### config.mk
export PLATFORM = sky130hd
export DESIGN_NAME = uart_bus_master
export DESIGN_NICKNAME = d
export VERILOG_FILES = /design/src/rtl/uart_bus_master.sv
export SDC_FILE = /design/constraint.sdc
export NUM_CORES = 1
export LEC_CHECK = 0
export ABC_AREA = 1
export BUFFER_PORTS_ARGS = -buffer_cell sky130_fd_sc_hd__buf_4
export CAP_MARGIN = 0
export CORE_UTILIZATION = 62
export CTS_BUF_LIST = sky130_fd_sc_hd__clkbuf_8 sky130_fd_sc_hd__clkbuf_16
export CTS_CLUSTER_DIAMETER = 100
export DETAILED_ROUTE_END_ITERATION = 8
export MAX_ROUTING_LAYER = met4
export PLACE_DENSITY = 0.87
export SYNTH_ARGS = -nofsm -noshare
export SYNTH_HDL_FRONTEND = slang
export SYNTH_SLANG_ARGS = --single-unit
export TNS_END_PERCENT = 100
### constraint.sdc
create_clock -name clk -period 3.25 [get_ports clk]
set_input_delay 0.8125 -clock clk [delete_from_list [all_inputs] [get_ports clk]]
set_output_delay 0.8125 -clock clk [all_outputs]
set_load 0.1 [all_outputs]
### src/rtl/uart_bus_master.sv
// uart_bus_master: turns a byte-stream command protocol into single-beat
// native memory bus transfers.
//   'W' a0 a1 a2 a3 d0 d1 d2 d3 -> write, response 'K'
//   'R' a0 a1 a2 a3             -> read,  response rdata LSB first
//   bus timeout -> 'T', unknown command -> '?'
// Address and data bytes arrive LSB first; a stalled packet is dropped
// silently after BYTE_TIMEOUT idle cycles.
module uart_bus_master #(
  parameter int unsigned TIMEOUT_CYCLES = 1024,
  parameter int unsigned BYTE_TIMEOUT   = 65535
) (
  input  logic        clk,
  input  logic        resetn,
  input  logic        rx_valid,
  input  logic [7:0]  rx_data,
  output logic        rx_ready,
  output logic        tx_valid,
  output logic [7:0]  tx_data,
  input  logic        tx_ready,
  output logic        mem_valid,
  output logic        mem_instr,
  output logic [31:0] mem_addr,
  output logic [31:0] mem_wdata,
  output logic [3:0]  mem_wstrb,
  input  logic        mem_ready,
  input  logic [31:0] mem_rdata,
  output logic        busy
);

  localparam int unsigned BW = $clog2(BYTE_TIMEOUT + 1);
  localparam int unsigned TW = $clog2(TIMEOUT_CYCLES + 1);
  localparam logic [BW-1:0] BYTE_LAST = BW'(BYTE_TIMEOUT - 1);
  localparam logic [TW-1:0] BUS_LAST  = TW'(TIMEOUT_CYCLES - 1);

  localparam logic [7:0] CMD_WRITE = 8'h57;
  localparam logic [7:0] CMD_READ  = 8'h52;
  localparam logic [7:0] RSP_OK    = 8'h4B;
  localparam logic [7:0] RSP_TMO   = 8'h54;
  localparam logic [7:0] RSP_BAD   = 8'h3F;

  typedef enum logic [2:0] {
    S_IDLE,
    S_ADDR,
    S_DATA,
    S_BUS,
    S_RESP
  } state_e;

  state_e        state_q;
  logic          is_write_q;
  logic [1:0]    idx_q;
  logic [BW-1:0] byte_cnt_q;
  logic [TW-1:0] bus_cnt_q;
  logic [31:0]   addr_q;
  logic [31:0]   wdata_q;
  logic [31:0]   resp_q;
  logic [1:0]    resp_left_q;
  logic          rx_ready_q;
  logic          tx_valid_q;
  logic [7:0]    tx_data_q;
  logic          mem_valid_q;
  logic [31:0]   mem_addr_q;
  logic [31:0]   mem_wdata_q;
  logic [3:0]    mem_wstrb_q;

  logic          rx_fire;
  logic          tx_fire;
  logic [31:0]   addr_d;
  logic [31:0]   wdata_d;

  // Handshakes and the shift-in values including the byte accepted this cycle.
  always_comb begin
    rx_fire = rx_valid && rx_ready_q;
    tx_fire = tx_valid_q && tx_ready;
    addr_d  = {rx_data, addr_q[31:8]};
    wdata_d = {rx_data, wdata_q[31:8]};
  end

  assign rx_ready  = rx_ready_q;
  assign tx_valid  = tx_valid_q;
  assign tx_data   = tx_data_q;
  assign mem_valid = mem_valid_q;
  assign mem_instr = 1'b0;
  assign mem_addr  = mem_addr_q;
  assign mem_wdata = mem_wdata_q;
  assign mem_wstrb = mem_wstrb_q;
  assign busy      = (state_q != S_IDLE);

  // Protocol FSM with all interface outputs registered.
  always_ff @(posedge clk or negedge resetn) begin
    if (!resetn) begin
      state_q     <= S_IDLE;
      is_write_q  <= 1'b0;
      idx_q       <= '0;
      byte_cnt_q  <= '0;
      bus_cnt_q   <= '0;
      addr_q      <= '0;
      wdata_q     <= '0;
      resp_q      <= '0;
      resp_left_q <= '0;
      rx_ready_q  <= 1'b0;
      tx_valid_q  <= 1'b0;
      tx_data_q   <= '0;
      mem_valid_q <= 1'b0;
      mem_addr_q  <= '0;
      mem_wdata_q <= '0;
      mem_wstrb_q <= '0;
    end else begin
      case (state_q)
        S_IDLE: begin
          rx_ready_q <= 1'b1;
          idx_q      <= '0;
          byte_cnt_q <= '0;
          if (rx_fire) begin
            if (rx_data == CMD_WRITE || rx_data == CMD_READ) begin
              is_write_q <= (rx_data == CMD_WRITE);
              state_q    <= S_ADDR;
            end else begin
              rx_ready_q  <= 1'b0;
              tx_valid_q  <= 1'b1;
              tx_data_q   <= RSP_BAD;
              resp_left_q <= '0;
              state_q     <= S_RESP;
            end
          end
        end

        S_ADDR, S_DATA: begin
          // An arriving byte takes priority over an expiring idle counter.
          if (rx_fire) begin
            byte_cnt_q <= '0;
            idx_q      <= idx_q + 2'd1;
            if (state_q == S_ADDR) begin
              addr_q <= addr_d;
            end else begin
              wdata_q <= wdata_d;
            end
            if (idx_q == 2'd3) begin
              if (state_q == S_ADDR && is_write_q) begin
                state_q <= S_DATA;
              end else begin
                rx_ready_q  <= 1'b0;
                mem_valid_q <= 1'b1;
                mem_addr_q  <= (state_q == S_ADDR) ? {addr_d[31:2], 2'b00}
                                                   : {addr_q[31:2], 2'b00};
                mem_wdata_q <= (state_q == S_ADDR) ? wdata_q : wdata_d;
                mem_wstrb_q <= is_write_q ? 4'hF : 4'h0;
                bus_cnt_q   <= '0;
                state_q     <= S_BUS;
              end
            end
          end else if (byte_cnt_q == BYTE_LAST) begin
            byte_cnt_q <= '0;
            idx_q      <= '0;
            state_q    <= S_IDLE;
          end else begin
            byte_cnt_q <= byte_cnt_q + 1'b1;
          end
        end

        S_BUS: begin
          // Ready is checked first so it wins over the final timeout cycle.
          if (mem_valid_q && mem_ready) begin
            mem_valid_q <= 1'b0;
            mem_wstrb_q <= '0;
            tx_valid_q  <= 1'b1;
            state_q     <= S_RESP;
            if (is_write_q) begin
              tx_data_q   <= RSP_OK;
              resp_left_q <= '0;
            end else begin
              tx_data_q   <= mem_rdata[7:0];
              resp_q      <= mem_rdata;
              resp_left_q <= 2'd3;
            end
          end else if (bus_cnt_q == BUS_LAST) begin
            mem_valid_q <= 1'b0;
            mem_wstrb_q <= '0;
            tx_valid_q  <= 1'b1;
            tx_data_q   <= RSP_TMO;
            resp_left_q <= '0;
            state_q     <= S_RESP;
          end else begin
            bus_cnt_q <= bus_cnt_q + 1'b1;
          end
        end

        S_RESP: begin
          if (tx_fire) begin
            if (resp_left_q == 2'd0) begin
              tx_valid_q <= 1'b0;
              rx_ready_q <= 1'b1;
              state_q    <= S_IDLE;
            end else begin
              resp_left_q <= resp_left_q - 2'd1;
              resp_q      <= resp_q >> 8;
              tx_data_q   <= resp_q[15:8];
            end
          end
        end

        default: state_q <= S_IDLE;
      endcase
    end
  end

endmodule

==> results of run 1 <==
==> registers in the layout (all words and copies together) (netlist names) <==
signal	flops
wdata_q	32
rx_ready	1
tx_valid	1
mem_wdata	32
resp_left_q	2
byte_cnt_q	16
state_q	3
mem_valid	1
addr_q	30
is_write_q	1
bus_cnt_q	11
idx_q	2
mem_wstrb	1
mem_addr	30
resp_q	24
tx_data	8
==> cell families after synthesis <==
group                      share of synthesized area [%]
and+or+nand+nor                                     25.0
DFF                                                 52.5
buffers and inverters                               8.36
AOI/OAI and AO/OA                                   10.8
muxes                                               1.72
xor gates and xnor gates                           0.849
adders and majority gates                          0.673
other                                             0.0404
==> power breakdown <==
group	total, mW	internal (mW)	switching, mW
sequential	3.03	2.81	0.230
combinational	2.04	0.584	1.46
clock	2.00	1.09	0.910
total	7.08	4.48	2.60
==> cell usage in the layout (no fill, tap or decap), drive strengths merged <==
| cell | Yosys | routed |
|---|---|---|
| nand2 | 455 | 455 |
| dfrtp | 195 | 195 |
| buf | 26 | 138 |
| inv | 133 | 135 |
| o21ai | 133 | 133 |
| nor2 | 54 | 54 |
| nand3 | 42 | 42 |
| o211ai | 34 | 34 |
| clkbuf | 34 | 20 |
| nand4 | 18 | 18 |
| mux2i | 16 | 16 |
| o21bai | 10 | 10 |
| clkinv | 0 | 6 |
| xnor2 | 5 | 5 |
| ha | 5 | 5 |
| nor3 | 5 | 5 |
| xor2 | 4 | 4 |
| clkinvlp | 0 | 4 |
| or2 | 3 | 3 |
| conb | 1 | 3 |
| a21oi | 2 | 2 |
| nand3b | 1 | 1 |
| nor3b | 1 | 1 |
| bufinv | 0 | 1 |
==> path summary, 6_finish.rpt <==
kind	slack, ns	depth (start not counted)	end	from
worst max-delay path	0.87	5	busy	state_q[0]$_DFFE_PN0P_
worst min-delay path	0.40	1	mem_addr[4]$_DFFE_PN0P_	resetn
worst max register to register	1.06	7	tx_valid$_DFFE_PN0P_	bus_cnt_q[0]$_DFFE_PN0P_
worst min register to register	0.47	2	resp_q[30]$_DFFE_PN0P_	resp_q[30]$_DFFE_PN0P_
max in group asynchronous	2.01	2	mem_wdata[22]$_DFFE_PN0P_	resetn
min in group clk	0.47	2	resp_q[30]$_DFFE_PN0P_	resp_q[30]$_DFFE_PN0P_
==> per-layer routing <==
metal	vias up	track usage (%)
li1	3903	-
met1	3741	39.6
met2	270	47.2
met3	31	5.67
met4	0	7.73
met5	-	-
==> final cells by class <==
type	count	area, um^2	area share (%)
clock inverter	13	110	1.01
timing repair buffer	139	1070	9.87
clock buffer	19	453	4.16
inverter	133	499	4.58
sequential	195	4880	44.8
tap	184	230	2.11
multi-input combinational	791	3640	33.4
==> worst register-to-register path, cell delays in order (launching register included) <==
cell	delay (ns)
dfrtp_1	0.39
ha_1	0.18
nand2_1	0.07
nor2_1	0.30
nand3_1	0.17
a21oi_1	0.67
nand4_1	0.22
nand2_1	0.12
==> Yosys cell counts <==
| library cell | n | area (um^2) |
|---|---|---|
| o21ai_0 | 129 | 646 |
| inv_1 | 130 | 488 |
| xnor2_1 | 5 | 43.8 |
| nand2_1 | 453 | 1700 |
| xor2_1 | 4 | 35.0 |
| nand3b_1 | 1 | 7.51 |
| nor3_4 | 1 | 16.3 |
| buf_4 | 8 | 60.1 |
| nor2_1 | 51 | 191 |
| clkbuf_1 | 34 | 128 |
| o21ai_1 | 4 | 20.0 |
| a21oi_1 | 2 | 10.0 |
| ha_1 | 5 | 62.6 |
| o211ai_1 | 34 | 255 |
| inv_2 | 3 | 11.3 |
| nand4_1 | 18 | 113 |
| nor3b_1 | 1 | 7.51 |
| nand3_1 | 42 | 210 |
| nand2_2 | 2 | 12.5 |
| nor2_2 | 2 | 12.5 |
| nor2_4 | 1 | 11.3 |
| buf_2 | 18 | 90.1 |
| conb_1 | 1 | 3.75 |
| or2_2 | 3 | 18.8 |
| dfrtp_1 | 195 | 4880 |
| mux2i_1 | 16 | 160 |
| o21bai_1 | 10 | 75.1 |
| nor3_1 | 4 | 20.0 |
==> run_results.csv, run 1 <==
group,metric,value,unit
global_route,antenna_found_initial,0,
clocking,cts_buffers,17,
yosys,postSynthAreaPerCell,7.89,um^2
sta,min_period,2.38,ns
critical_path,cp-end-kind,"primary output",
sta,fin_setup_tns,0,ns
yosys,synth-seq-cells,195,
drt,drt_iter0_markers,670,
layout,stdcell_area,10900,um^2
placement,finalWeightedCongestion,0.878,
critical_path,cp_num_buf_inv,3,
critical_path,crit_chain,"inv_1 -> nand2_1 -> nor2_1 -> inv_1 -> buf_4",
global_route,grtUsageTotal,29.7,%
drt,vias,7945,
placement,hpwlAfterDp,14.3,mm
drt,wl_met2,10.3,mm
drt,dr_wl_met3,1.32,mm
drt,viasPerCell,5.39,
yosys,ys_warn_count,0,
global_route,grt-ovfl-total,0,
global_route,grt_pass1_vias,7621,
die,design.core.area,14600,um^2
layout,antenna_cells,0,
critical_path,cpPeakStageDelay,0.45,ns
clocking,ctsResizeCount,0,
die,io_pins,126,
clocking,htree_num_levels,4,
outcome,outcome,"complete, no violations",
drt,wire_per_inst,14.3,um
sta,rsz0062_at_grt,"false",
layout,nets,1327,
layout,area.growth.synth_to_final,17.2,%
layout,final_cells,1474,
power,p_per_area,650,nW/um^2
critical_path,critical_path_class,"register to primary output",
layout,final_util,74.6,%
global_route,grt_pass1_wl,36.3,mm
placement,dpl_cell_area,10300,um^2
die,die_area,15500,um^2
worst_hold_path,min_path_type,"primary input to asynchronous set/reset pin",
placement,dp_slack,0.940,ns
drt,route.detailed.drc,0,
clocking,ctsHoldBuffers,0,
yosys,synth_cell_types,28,
sta,drv_slew,0,
placement,post-place-cells,1442,
yosys,seq_area_frac_synth,52.5,%
clocking,clk_latency,0.43,ns
sta,hold_viol_final,0,
critical_path,path_common_cell,"inv_1",
power,power.total,7.08,mW
layout,final_layout_size_suffix_gt1_share,14.2,%
power,cellLeakagePower,5.94,nW
run,max_cap_viol_count,0,
clocking,clockRootBuffer,"clkbuf_16",
drt,wl,21.1,mm
die,die_h,124,um
sta,slew-limit-headroom,45.5,%
critical_path,crit_path_start_kind,"register",
sta,fmax,420,MHz
sta,final.setup_skew,0.00680,ns
sta,setup_viol,0,
die,row_count,44,
clocking,clkSlewWorstSetupHoldPaths,0.07,ns
critical_path,crit_arrival,1.57,ns
drt,dr.max_layer_used,"met4",
global_route,grt_max_degree,75,
sta,hold_slack,0.401,ns
clocking,cts.sinks,195,
sta,tightest_slew,0.817,ns
critical_path,worst-path-max-fanout,5,
die,die_x,124,um
clocking,cts_setup_buffers,0,
drt,first_pass_iters,5,
yosys,synthCells,1177,
critical_path,path_delay_family,"buffers and inverters",
critical_path,cp_slowest_cell,"dfrtp_1",
clocking,cts_tree,"yes",
placement,port-buffer-count,122,
sta,post-route-period-util,73.3,%
critical_path,crit_required,2.44,ns
power,ir_worst_vdd,0.404,mV
drt,ant_nets,0,
yosys,netlist_area,9290,um^2
drt,wl_met1,9.09,mm
clocking,ctsLongestPathBuffers,2,
layout,nFillCells,1082,
sta,setup_ws,0.867,ns
die,start_util,63.7,%
No activity file was read; power rests on OpenSTA's default activity.
==> run 2: changes to the inputs <==
CORE_UTILIZATION = 52   (was 62)
PLACE_DENSITY = 0.78   (was 0.87)
clock period = 2.1 ns   (was 3.25 ns; I/O delays follow)
==> run 2 against run 1 <==
  * Via count fell by 1.3%
  * First-iteration DRC count fell by 24%
  * Highest routed layer unchanged
  * Largest cell class unchanged
  * Flip-flop and latch count did not move
  * Clock power rose by 66%
  * Count of clock-buffer cells in the layout fell by 1
  * Critical endpoint unchanged
  * Sequential share of layout area fell by 0.89 points
  * Clock skew rose by 0.0028 ns
==> run_results.csv, run 2 (same netlist as run 1, synthesis figures left out) <==
group,metric,value,unit
critical_path,cp-end-kind,"primary output",
run,max_cap_viol_count,0,
global_route,grt_pass1_vias,7312,
critical_path,worst-path-max-fanout,5,
placement,port-buffer-count,122,
placement,dp_slack,0.195,ns
layout,nets,1333,
layout,final_cell_mix,"nand2_1, dfrtp_1, buf_4",
critical_path,cp_num_buf_inv,3,
placement,post-place-cells,1488,
layout,final_cells,1521,
drt,wl,21.1,mm
die,die_area,18400,um^2
die,row_count,48,
die,die_h,136,um
drt,first_pass_iters,5,
sta,tightest_slew,0.543,ns
placement,hpwlAfterDp,14.4,mm
drt,wire_per_inst,13.9,um
sta,slew-limit-headroom,63.8,%
sta,min_period,1.99,ns
global_route,grtUsageTotal,25.2,%
critical_path,crit_start,"state_q[0]$_DFFE_PN0P_",
die,die_x,136,um
drt,drt_iter0_markers,510,
critical_path,path_common_cell,"inv_1",
global_route,grt_max_degree,73,
global_route,top_usage_layer,"met2",
power,pwr-share-comb,28.7,%
drt,ant_nets,0,
sta,fmax,502,MHz
layout,final_layout_size_suffix_gt1_share,14.7,%
sta,fin_setup_tns,0,ns
critical_path,r2r-start,"state_q[0]$_DFFE_PN0P_",
layout,final_common_cell,"nand2_1",
placement,finalWeightedCongestion,0.868,
layout,nFillCells,1482,
critical_path,cpPeakStageDelay,0.43,ns
global_route,grt_pass1_wl,35.3,mm
global_route,gr-usage-met2,38.3,%
die,io_pins,126,
sta,rsz0062_at_grt,"true",
layout,antenna_cells,0,
die,start_util,53.5,%
sta,hold_viol_final,0,
critical_path,crit_path_start_kind,"register",
power,p_per_area,1010,nW/um^2
critical_path,critical_path_class,"register to primary output",
layout,area.growth.synth_to_final,19.6,%
clocking,clk_latency,0.43,ns
critical_path,crit_arrival,1.47,ns
critical_path,cp_slowest_cell,"dfrtp_1",
power,switching_share,36.3,%
power,ir_worst_vdd,0.693,mV
layout,multi_input_area,3640,um^2
layout,seq_area,4880,um^2
drt,vias,7842,
critical_path,crit_chain,"inv_1 -> nand2_1 -> nor2_1 -> inv_1 -> buf_6",
worst_hold_path,hp-start,"mem_rdata[29]",
power,seqPwrFrac,41.8,%
power,cellLeakagePower,6.00,nW
outcome,outcome,"complete, no violations",
clocking,cts.sinks,195,
sta,final.setup_skew,0.00955,ns
global_route,grt-ovfl-total,0,
worst_hold_path,min_path_type,"primary input to register",
power,clockPowerShare,29.6,%
clocking,cts_buffers,17,
drt,route.detailed.drc,0,
sta,setup_viol,0,
sta,drv_slew,0,
power,p_int,7.15,mW
clocking,htree_num_levels,4,
clocking,ctsLongestPathBuffers,2,
sta,setup_ws,0.106,ns
clocking,clkSlewWorstSetupHoldPaths,0.07,ns
sta,post-route-period-util,94.9,%
global_route,gr-usage-met1,34.2,%
clocking,clockRootBuffer,"clkbuf_16",
power,power.total,11.2,mW
global_route,antenna_found_initial,0,
drt,viasPerCell,5.16,
die,design.core.area,17400,um^2
power,netSwitchingPower,4.08,mW
global_route,met3_usage,4.86,%
critical_path,crit_required,1.57,ns
clocking,cts_tree,"yes",
critical_path,path_delay_family,"buffers and inverters",
[run 2: changes by cell type in the layout (fill, tap and decap cells not counted), sizes merged]
cell         change
clkbuf           -1
dlygate4sd3      +1
inv              +4
bufinv           +1
buf              +5
clkinv           -4
[run 2: worst paths after layout]
path	endpoint	slack [ns]	depth (start not counted)
min	resp_q[29]$_DFFE_PN0P_	0.32	3
max	busy	0.11	5
min reg2reg	resp_q[29]$_DFFE_PN0P_	0.47	2
max in group asynchronous	bus_cnt_q[6]$_DFFE_PN0P_	0.94	3
max reg2reg	mem_addr[15]$_DFFE_PN0P_	0.15	8
min in group asynchronous	mem_addr[4]$_DFFE_PN0P_	0.52	2
[run 2: layout make-up]
class | count | share of cell area (%)
Tap cell | 225 | 2.53
Inverter | 133 | 4.49
Clock buffer | 18 | 3.95
Clock inverter | 14 | 1.51
Timing Repair Buffer | 145 | 10.8
Sequential cell | 195 | 43.9
Multi-Input combinational cell | 791 | 32.8
[run 2: per-stage QoR]
| step | util [%] | hold WS [ns] | area [um^2] |
|---|---|---|---|
| 4_1_cts | 64.0 | 0.307 | 11100 |
| 3_3_place_gp | 60.4 | 0.408 | 10500 |
| 2_1_floorplan | - | 0.229 | 9300 |
| 5_1_grt | 64.0 | 0.320 | 11100 |
| 6_report | 64.0 | 0.321 | 11100 |
| 3_5_place_dp | 60.4 | 0.410 | 10500 |
[run 2: tightest hold or removal path, cell delays in order]
cell     delay [ns]
buf_4          0.08
nand3_1        0.06
nand2_1        0.06
[run 2: power groups by stage]
stage / sequential (mW) / combinational [mW] / clock [mW]
finish: 4.69 / 3.22 / 3.32
global route: 4.75 / 3.59 / 3.52
CTS: 4.69 / 3.22 / 3.37
detailed placement: 4.75 / 3.20 / 0
global placement: 4.73 / 3.13 / 0
floorplan: 5.33 / 1.73 / 0
[run 2: routing by layer]
layer | wire length (um) | share of wire [%]
met1 | 9820 | 46
met2 | 10000 | 48
met3 | 965 | 4.6
met4 | 297 | 1.4
met5 | 0 | 0
[run 2: repair_timing]
action | in CTS | in global routing
endpoints found under the setup margin | 0 | 2
endpoints found under the hold margin | 16 | 0
buffers inserted | 0 | 0
hold buffers | 1 | 0
gates resized for setup | 0 | 1
==> run 3: changes to the inputs <==
ABC_AREA = default   (was 1)
CORE_MARGIN = 2   (was default)
==> run 3 against run 2 <==
  * Critical path depth decreased by 3
  * Flip-flop and latch count unchanged
  * Fmax decreased by 0.30%
  * Register-to-register slack got worse by 0.03 ns
  * Sequential power decreased by 6.0%
  * Synthesized cell count decreased by 32%
  * Count of clock-buffer cells in the layout increased by 3
  * First-iteration DRC count increased by 4.1%
  * Worst hold slack got worse by 0.014 ns
  * Critical path type unchanged
  * Critical endpoint unchanged
  * Highest routed layer unchanged
==> run_results.csv, run 3 <==
group,metric,value,unit
critical_path,cp_slowest_cell,"dfrtp_2",
yosys,synth_enable_flop_cells,0,
yosys,synthArstFlopShare,100,%
layout,multi_input_area,3710,um^2
layout,final_layout_size_suffix_gt1_share,30.0,%
clocking,clk_latency,0.44,ns
clocking,cts_buffers,17,
clocking,cts_tree,"yes",
drt,first_pass_iters,5,
sta,slew-limit-headroom,51.8,%
drt,wl_met1,8.92,mm
run,max_cap_viol_count,0,
sta,rsz0062_at_grt,"false",
die,row_count,47,
die,design.core.area,16600,um^2
critical_path,crit_arrival,1.47,ns
sta,fmax,500,MHz
global_route,grtUsageTotal,24.1,%
sta,min_period,2.00,ns
yosys,seq_area_frac_synth,55.1,%
drt,vias,6426,
layout,seq_area,4890,um^2
power,ir_worst_vdd,0.667,mV
yosys,yosysTopAreaCell,"dfrtp_1",
critical_path,critical_path_class,"register to primary output",
sta,setup_viol,0,
critical_path,crit_required,1.57,ns
power,cellLeakagePower,4.97,nW
die,die_h,134,um
placement,hpwlAfterDp,13.3,mm
critical_path,cp-end-kind,"primary output",
die,die_area,18100,um^2
sta,setup_ws,0.100,ns
sta,drv_slew,0,
yosys,yosys-top-cells-area,"dfrtp_1, mux2_2, mux2i_1, nand2_1, o21ai_0",
global_route,grt_max_degree,78,
placement,port-buffer-count,122,
sta,post-route-period-util,95.2,%
die,start_util,53.2,%
layout,nFillCells,1242,
yosys,synth_cell_types,57,
global_route,grt-ovfl-total,0,
placement,dp_slack,-0.0649,ns
yosys,netlist_area,8850,um^2
sta,tightest_slew,0.723,ns
layout,nets,991,
critical_path,worst-path-max-fanout,6,
clocking,htree_num_levels,4,
layout,final_cell_mix,"dfrtp_1, buf_4, nand2_1",
sta,hold_viol_final,0,
layout,antenna_cells,0,
drt,dr_wl_met3,800,um
power,p_per_area,967,nW/um^2
drt,wl,19.8,mm
critical_path,crit_chain,"or3_4 -> buf_12",
sta,final.setup_skew,0.00816,ns
clocking,cts.sinks,195,
clocking,clkSlewWorstSetupHoldPaths,0.07,ns
drt,route.detailed.drc,0,
yosys,yosysTopAreaCellShare,55.1,%
drt,drt_iter0_markers,531,
drt,dr.max_layer_used,"met4",
yosys,synth_common_cells,"dfrtp_1, nand2_1, o21ai_0",
yosys,synthCells,805,
global_route,antenna_found_initial,0,
drt,wl_met2,9.78,mm
yosys,yosysMostFrequentCell,"dfrtp_1",
global_route,grt_pass1_wl,33.3,mm
drt,viasPerCell,5.48,
worst_hold_path,min_path_type,"primary input to register",
layout,final_common_cell,"dfrtp_1",
clocking,ctsLongestPathBuffers,2,
outcome,outcome,"complete, no violations",
sta,fin_setup_tns,0,ns
drt,wire_per_inst,16.8,um
global_route,grt_pass1_vias,6521,
die,io_pins,126,
clocking,clockRootBuffer,"clkbuf_16",
critical_path,cpPeakStageDelay,0.43,ns
die,die_x,134,um
drt,ant_nets,0,
yosys,ys_warn_count,0,
critical_path,crit_path_start_kind,"register",
yosys,dominantRegCellSynth,"dfrtp_1",
layout,area.growth.synth_to_final,23.5,%
placement,finalWeightedCongestion,0.823,
yosys,postSynthAreaPerCell,11.0,um^2
yosys,synth-seq-cells,195,
[run 3: cell types whose count changed after synthesis, moves of 18 or more]
cell	delta
inv_1	-121
o21ai_0	-39
mux2i_1	+50
o211ai_1	-34
nand3_1	-27
nand2_1	-328
mux2_2	+69
a31oi_1	+18
[run 3: metal layers]
layer	vias up	GRT usage [%]
li1	3087	-
met1	3201	31.8
met2	114	37.8
met3	24	5.11
met4	0	7.66
met5	-	-
[run 3: area by class of cell]
type                    instances  share of cell area, %
clock inverters                10                   1.34
multi-input cells             553                   34.0
flip-flops and latches        195                   44.7
well taps                     220                   2.52
inverters                       9                  0.309
clock buffers                  21                   4.39
repair buffers                165                   12.8
[run 3: cells by family (layout without fill, tap and decap cells)]
group	after synthesis	after routing	synth area share, %
muxes	137	137	16.5
AOI/OAI and AO/OA	151	151	10.2
other	1	3	0.0424
DFF	195	195	55.1
and+or+nand+nor	244	244	12.7
xor gates and xnor gates	13	13	1.37
buffers and inverters	59	205	3.33
adders and majority gates	5	5	0.707
[run 3: power breakdown]
group          switching [mW]  internal (mW)
registers               0.281           4.13
logic                    1.73          0.992
clock network            1.43           2.01
total                    3.45           7.13
[run 3: metrics by stage]
step | hold slack [ns] | instance area, um^2 | total power [mW] | utilization (%) | instances
3_5_place_dp | 0.440 | 10200 | 7.08 | 61.5 | 1137
2_1_floorplan | 0.229 | 8870 | 6.30 | - | 807
4_1_cts | 0.299 | 10900 | 10.6 | 65.5 | 1171
3_3_place_gp | 0.442 | 10200 | 7.01 | 61.5 | 1137
6_report | 0.306 | 10900 | 10.6 | 65.7 | 1173
5_1_grt | 0.317 | 10900 | 11.0 | 65.7 | 1173
[run 3: critical path, delay by kind of cell, from the launching register on]
kind / cells / cell delay, ns
flip-flops: 1 / 0.43
buffers and inverters: 1 / 0.18
AND/OR/NAND/NOR: 1 / 0.42
[run 3: final timing paths]
path                                           start                         to  slack [ns]  cells past startpoint
setup / recovery              state_q[1]$_DFFE_PN0P_                       busy        0.10                      2
hold / removal                         mem_rdata[31]     resp_q[31]$_DFFE_PN0P_        0.31                      2
setup reg to reg              state_q[1]$_DFFE_PN0P_     resp_q[27]$_DFFE_PN0P_        0.12                      6
hold reg to reg            mem_wdata[30]$_DFFE_PN0P_  mem_wdata[30]$_DFFE_PN0P_        0.48                      2
max in group asynchronous                     resetn      mem_valid$_DFFE_PN0P_        0.83                      3
min in group asynchronous                     resetn     resp_q[28]$_DFFE_PN0P_        0.54                      2
[run 3: timing repair]
item                                    4_1_cts  5_1_grt
resized for setup                             7        0
hold buffers                                  1        0
endpoints found under the setup margin        1        8
pin swaps                                     0        1
hold endpoints to repair                     28        0
buffers inserted                              3        2
